## src/rtl/sigdata_gen.sv

```systemverilog
// sigdata_gen: request-driven word source for a downstream consumer.
//
// Each rising edge of ask_for_data produces exactly one new word LATENCY cycles later.
// Requests that arrive during a countdown are queued in a saturating pending counter.
// Requests that arrive while that counter is saturated are dropped and set a sticky overflow
// flag. An optional word budget stops the source permanently until reset.
//
// Parameters:
//   WIDTH      data word width (>= 2)
//   LATENCY    cycles from the detected request edge to the data_vld cycle (>= 1)
//   INIT       reset value of data
//   TAPS       Galois LFSR feedback mask
//   PEND_W     width of the pending-request counter
//   NUM_WORDS  words to emit before done; 0 = unlimited
//
// Ports:
//   sclk          clock, all logic on the rising edge
//   rst           synchronous active-high reset
//   ask_for_data  request input; each rising edge asks for one word
//   mode          00 increment, 01 decrement, 10 LFSR, 11 hold
//   data          current word
//   data_vld      high in the cycle whose closing edge loads the next word into data
//   busy          countdown in progress
//   done          word budget exhausted (sticky until rst)
//   ovf           sticky: a request was lost to pending-counter saturation
//   parity        (only with SIGDATA_PARITY_EN) registered XOR reduction of data
//
// Build option: define SIGDATA_PARITY_EN to add the parity output.

module sigdata_gen #(
  parameter int unsigned      WIDTH     = 4,
  parameter int unsigned      LATENCY   = 2,
  parameter logic [WIDTH-1:0] INIT      = '0,
  parameter logic [WIDTH-1:0] TAPS      = WIDTH'(4'hC),
  parameter int unsigned      PEND_W    = 2,
  parameter int unsigned      NUM_WORDS = 0
) (
  input  logic             sclk,
  input  logic             rst,
  input  logic             ask_for_data,
  input  logic [1:0]       mode,
  output logic [WIDTH-1:0] data,
  output logic             data_vld,
  output logic             busy,
  output logic             done,
  output logic             ovf
`ifdef SIGDATA_PARITY_EN
  ,
  output logic             parity
`endif
);

  localparam int unsigned CntW  = (LATENCY > 1) ? $clog2(LATENCY) : 1;
  localparam int unsigned WordW = (NUM_WORDS > 0) ? $clog2(NUM_WORDS + 1) : 1;
  localparam logic [CntW-1:0]   CntLoad = CntW'(LATENCY - 1);
  localparam logic [PEND_W-1:0] PendMax = '1;

  typedef enum logic [1:0] {StIdle, StWait, StDone} state_e;

  state_e            state_q, state_d;
  logic              ask_q;
  logic              req_edge;
  logic [CntW-1:0]   cnt_q, cnt_d;
  logic [PEND_W-1:0] pend_q, pend_d;
  logic [WordW-1:0]  words_q, words_d;
  logic [WIDTH-1:0]  data_q, data_d;
  logic              ovf_q, ovf_d;
  logic              update;
  logic              budget_met;

  function automatic logic [WIDTH-1:0] next_word(logic [WIDTH-1:0] cur, logic [1:0] m);
    logic [WIDTH-1:0] nxt;
    nxt = cur;
    case (m)
      2'b00: nxt = cur + 1'b1;
      2'b01: nxt = cur - 1'b1;
      2'b10: begin
        // The all-zero state is a lock-up point for the LFSR; kick it out to 1.
        if (cur == '0) begin
          nxt = WIDTH'(1);
        end else begin
          nxt = {1'b0, cur[WIDTH-1:1]} ^ (cur[0] ? TAPS : '0);
        end
      end
      default: nxt = cur;
    endcase
    return nxt;
  endfunction

  assign req_edge = ask_for_data & ~ask_q;

  // The word being emitted now is the last one the budget allows.
  assign budget_met = (NUM_WORDS != 0) && (words_q == WordW'(NUM_WORDS - 1));

  always_comb begin
    state_d = state_q;
    cnt_d   = cnt_q;
    pend_d  = pend_q;
    words_d = words_q;
    data_d  = data_q;
    ovf_d   = ovf_q;
    update  = 1'b0;
    case (state_q)
      StIdle: begin
        if (req_edge) begin
          cnt_d   = CntLoad;
          state_d = StWait;
        end
      end
      StWait: begin
        if (cnt_q == '0) begin
          update  = 1'b1;
          data_d  = next_word(data_q, mode);
          words_d = words_q + 1'b1;
          if (budget_met) begin
            state_d = StDone;
            pend_d  = '0;
          end else if (req_edge) begin
            // A fresh edge in the update cycle is consumed directly by the reload.
            cnt_d = CntLoad;
          end else if (pend_q != '0) begin
            cnt_d  = CntLoad;
            pend_d = pend_q - 1'b1;
          end else begin
            state_d = StIdle;
          end
        end else begin
          cnt_d = cnt_q - 1'b1;
          if (req_edge) begin
            if (pend_q == PendMax) begin
              ovf_d = 1'b1;
            end else begin
              pend_d = pend_q + 1'b1;
            end
          end
        end
      end
      StDone: begin
        // Terminal until reset; requests are ignored.
      end
      default: state_d = StIdle;
    endcase
  end

  always_ff @(posedge sclk) begin
    if (rst) begin
      state_q <= StIdle;
      ask_q   <= 1'b0;
      cnt_q   <= '0;
      pend_q  <= '0;
      words_q <= '0;
      data_q  <= INIT;
      ovf_q   <= 1'b0;
    end else begin
      state_q <= state_d;
      ask_q   <= ask_for_data;
      cnt_q   <= cnt_d;
      pend_q  <= pend_d;
      words_q <= words_d;
      data_q  <= data_d;
      ovf_q   <= ovf_d;
    end
  end

  assign data     = data_q;
  assign data_vld = update;
  assign busy     = (state_q == StWait);
  assign done     = (state_q == StDone);
  assign ovf      = ovf_q;

`ifdef SIGDATA_PARITY_EN
  logic parity_q;

  always_ff @(posedge sclk) begin
    if (rst) begin
      parity_q <= ^INIT;
    end else begin
      parity_q <= ^data_d;
    end
  end

  assign parity = parity_q;
`endif

endmodule

```

## config.mk

```make
export PLATFORM = sky130hd
export DESIGN_NAME = sigdata_gen
export DESIGN_NICKNAME = d
export VERILOG_FILES = /design/src/rtl/sigdata_gen.sv
export SDC_FILE = /design/constraint.sdc
export NUM_CORES = 1
export LEC_CHECK = 0
export BUFFER_PORTS_ARGS = -buffer_cell sky130_fd_sc_hd__buf_4
export CAP_MARGIN = 20
export CORE_UTILIZATION = 45
export DETAILED_ROUTE_END_ITERATION = 10
export PLACE_DENSITY_LB_ADDON = 0.2
export SYNTH_ARGS = -nofsm -noshare
export SYNTH_HDL_FRONTEND = slang
export SYNTH_SLANG_ARGS = --single-unit
```

## constraint.sdc

```tcl
create_clock -name sclk -period 1.7 [get_ports sclk]
set_clock_uncertainty 0.15 [all_clocks]
set_input_delay 0.17 -clock sclk [delete_from_list [all_inputs] [get_ports sclk]]
set_output_delay 0.17 -clock sclk [all_outputs]
set_load 0.02 [all_outputs]
```

==> results.md <==
| Group | Item | Value |
|:---|:---|:---|
| logic synthesis | Sequential fraction of the synthesis area | 0.294 |
| timing | Pins over their slew limit | 0 |
| min path | Class of the worst hold path | input pin to flop |
| setup path | Setup slack of the most critical reg-to-reg path | 0.23 ns |
| outcome | Status | complete, no violations |
| clock network | CTS tree | done |
| drt | Post-Route M1 WL | 658 um |
| die | Core region area | 1350 sq um |
| cells and area | Multi-input gate area in the final layout | 409 sq um |
| logic synthesis | Yosys cell types | 36 |
| timing | Highest clock frequency the design can meet | 0.669 GHz |
| logic synthesis | Dominant cells by area after synthesis | sky130_fd_sc_hd__dfxtp_1, sky130_fd_sc_hd__nor2_1, sky130_fd_sc_hd__buf_6 |
| die | Die X | 40.9 um |
| logic synthesis | Library cell with the largest summed area after synthesis | sky130_fd_sc_hd__dfxtp_1 |
| drt | Number of DRC violations after detailed routing | 0 |
| logic synthesis | Most instantiated cells after synthesis | sky130_fd_sc_hd__dfxtp_1, sky130_fd_sc_hd__nor2_1, sky130_fd_sc_hd__nand2b_1, sky130_fd_sc_hd__o21ai_0 |
| min path | Hold Path Stages | 2 |
| timing | Setup repair after global routing missed its margin | no |
| die | Chip Height | 40.9 um |
| drt | Met3 routed wirelength | 33 um |
| timing | Final setup TNS | 0 ns |
| setup path | List of cells traversed by the critical path | nand2b_4 -> inv_1 -> buf_4 |
| clock network | Post-CTS Setup Inserts | 0 |
| placement | Estimated wirelength of the detail-placed design | 1000 um |
| logic synthesis | Number of nets in the synthesized netlist | 88 |
| setup path | Worst path arrival time | 1.18 ns |
| drt | DR iter-0 viols | 7 |
| clock network | Clk_lat worst skew | 0.26 ns |
| global routing | Antenna violations before repair | 0 |
| timing | Period utilisation layout | 0.880 |
| setup path | Critical Path Max Stage Delay | 0.48 ns |
| clock network | Maximum level of the CTS H-tree | 1 |
| logic synthesis | Post-Synthesis Mean Instance Area | 8.32 sq um |
| cells and area | Sequential cell area | 201 sq um |
| drt | Average wire per standard cell | 13.0 um |
| job | Total of max-cap violations | 0 |
| cells and area | Signed area change from the synthesized netlist to the final layout | 12.1% |
| setup path | Reg-to-Reg Start | state_q[0] |
| placement | IO buf count | 11 |
| setup path | Terminus of the critical flop-to-flop path | data[3] |
| logic synthesis | Async set-or-reset flop fraction in the synthesized netlist | 0 |
| drt | Highest metal layer used by the detailed router | met4 |
| drt | Routed length on met2 | 674 um |
| power and ir drop | Static leakage power | 0.318 nW |
| setup path | Largest fanout on the critical path | 9 |
| clock network | Buffer levels on the longest clock path | 2 |
| clock network | Number of buffers inserted during clock tree synthesis | 3 |
| setup path | Critical path's slowest cell | sky130_fd_sc_hd__dfxtp_1 |
| logic synthesis | Number of instances in the synthesized netlist | 82 |
| global routing | Global-route congestion overflow total | 0 |
| logic synthesis | Post-Syn Area | 682 sq um |
| global routing | Global-route total usage across every layer | 0.196 |
| power and ir drop | Peak VDD IR | 279 uV |
| drt | Drt total wl | 1380 um |
| power and ir drop | P per Cell Area | 722 nW/um^2 |
| die | I/O pin count | 13 |
| clock network | CTS Root Cell | sky130_fd_sc_hd__clkbuf_4 |
| die | Die Footprint | 1670 sq um |
| setup path | Crit path max-delay family | flip-flops |
| min path | Destination of the worst hold path | ask_q |
| timing | Final number of setup-violating endpoints | 0 |
| logic synthesis | Share of the synthesized area in the top cell type | 0.294 |
| clock network | Register clock-pin slew on the reported worst setup and hold paths | 0.06 ns |
| setup path | Number of cell instances on the worst register-to-register path | 4 |
| setup path | Element type at the critical path start | flop |
| drt | DR vias | 600 |
| drt | Ratio of routed vias to standard cells | 5.66 |
| logic synthesis | Most used flip-flop cell after synthesis | sky130_fd_sc_hd__dfxtp_1 |
| logic synthesis | Post-synth EDFFs | 0 |
| cells and area | Inserted Diodes | 0 |
| global routing | Maximum number of pins on one net before global-route repair | 13 |
| die | Number of rows in the core area | 13 |
| min path | Worst hold start | ask_for_data |
| setup path | Buffering stage count on the worst path with inverters included | 2 |
| global routing | Global-route wire length before repair | 2190 um |
| cells and area | Final net count | 99 |
| setup path | Worst setup path startpoint | cnt_q |
| die | Initial Utilization | 0.505 |
| timing | Final critical-path required period | 1.50 ns |
| setup path | Critical path type | flop to output pin |
| logic synthesis | Most repeated cell in the gate-level netlist after synthesis | sky130_fd_sc_hd__dfxtp_1 |
| placement | Final Wtd Congestion | 0.720 |
| logic synthesis | Yosys warnings | 0 |
| timing | Hold WS | 0.00297 ns |
| cells and area | Total of fill cells in the finished design | 138 |
| drt | Antenna violation net count after detailed routing | 0 |
| logic synthesis | Number of storage elements in the synthesis netlist | 10 |
| setup path | Critical path required time | 1.38 ns |
| timing | Number of endpoints with negative hold slack in the final report | 0 |
| setup path | Setup crit end kind | output pin |
| global routing | Vias in the first global route | 517 |
| drt | Pre-antenna DRT Iters | 6 |
| cells and area | Layout cell share with drive strength beyond 1 | 0.242 |
| clock network | Clock sink count | 10 |
-- timing repair --
| action | in CTS | in global routing |
|---|---|---|
| resized for setup | 0 | 1 |
| setup endpoints to repair | 0 | 1 |
| hold buffers | 0 | 0 |
-- cell usage in the layout (no fill, tap or decap), drive strengths merged, types with 2 or more instances in the layout --
cell type,count
clkbuf,3
dfxtp,10
nor3,3
nor2b,3
buf,13
nor2,9
a21oi,4
a311oi,2
o31ai,4
nand2b,6
xor2,3
mux2i,2
o21ai,5
nand2,3
inv,4
a211oi,2
-- how the worst max path moves through the flow --
| stage | to | slack (ns) | cells past startpoint |
|---|---|---|---|
| final | data_vld | 0.20 | 3 |
| after global routing | data[2] | 0.12 | 6 |
| after CTS | data[2] | 0.15 | 5 |
| after detailed placement | data[2] | 0.06 | 8 |
| after global placement | data[2] | 0.11 | 8 |
| after floorplan | data[2] | 0.06 | 7 |
-- per-layer routing --
layer	track usage	up-vias
met5	0	-
met1	0.244	277
li1	-	312
met2	0.313	9
met4	0.0833	0
met3	0.0543	2
-- cells by family (layout without fill, tap and decap cells) --
group,Yosys count,after routing,share of synthesized area
xor+xnor,4,4,0.0514
compound gates,23,23,0.251
buf+inv,11,20,0.106
other cells,1,1,0.00550
mux,2,2,0.0294
flops,10,10,0.294
simple gates,30,30,0.244
fa+ha+maj,1,1,0.0183
-- per-stage QoR --
stage	total power, W	setup WS (ns)	instances	util	instance area [sq um]
finish	0.000552	0.204	106	0.566	764
global route	0.000589	0.115	106	0.566	764
CTS	0.000557	0.153	106	0.565	763
detailed placement	0.000398	0.0566	103	0.549	741
global placement	0.000396	0.112	103	0.549	741
floorplan	0.000367	0.0568	82	-	682
-- power breakdown --
group	internal, W	switching [W]	leakage, nW
Combinational	0.0000575	0.0000657	0.222
Sequential	0.000246	0.0000238	0.0822
Clock	0.0000816	0.0000766	0.0138
-- area by class of cell --
cell class,instances,share of cell area
Sequential cell,10,0.264
Clock buffer,3,0.0295
Tap cell,15,0.0245
Multi-Input combinational cell,61,0.535
Inverter,4,0.0196
Timing Repair Buffer,13,0.128
-- registers in the layout (all words and copies together), names as in the netlist --
register	count
cnt_q	1
ask_q	1
pend_q	2
state_q	1
ovf	1
data	4
Power figures use the tool's default switching activity.
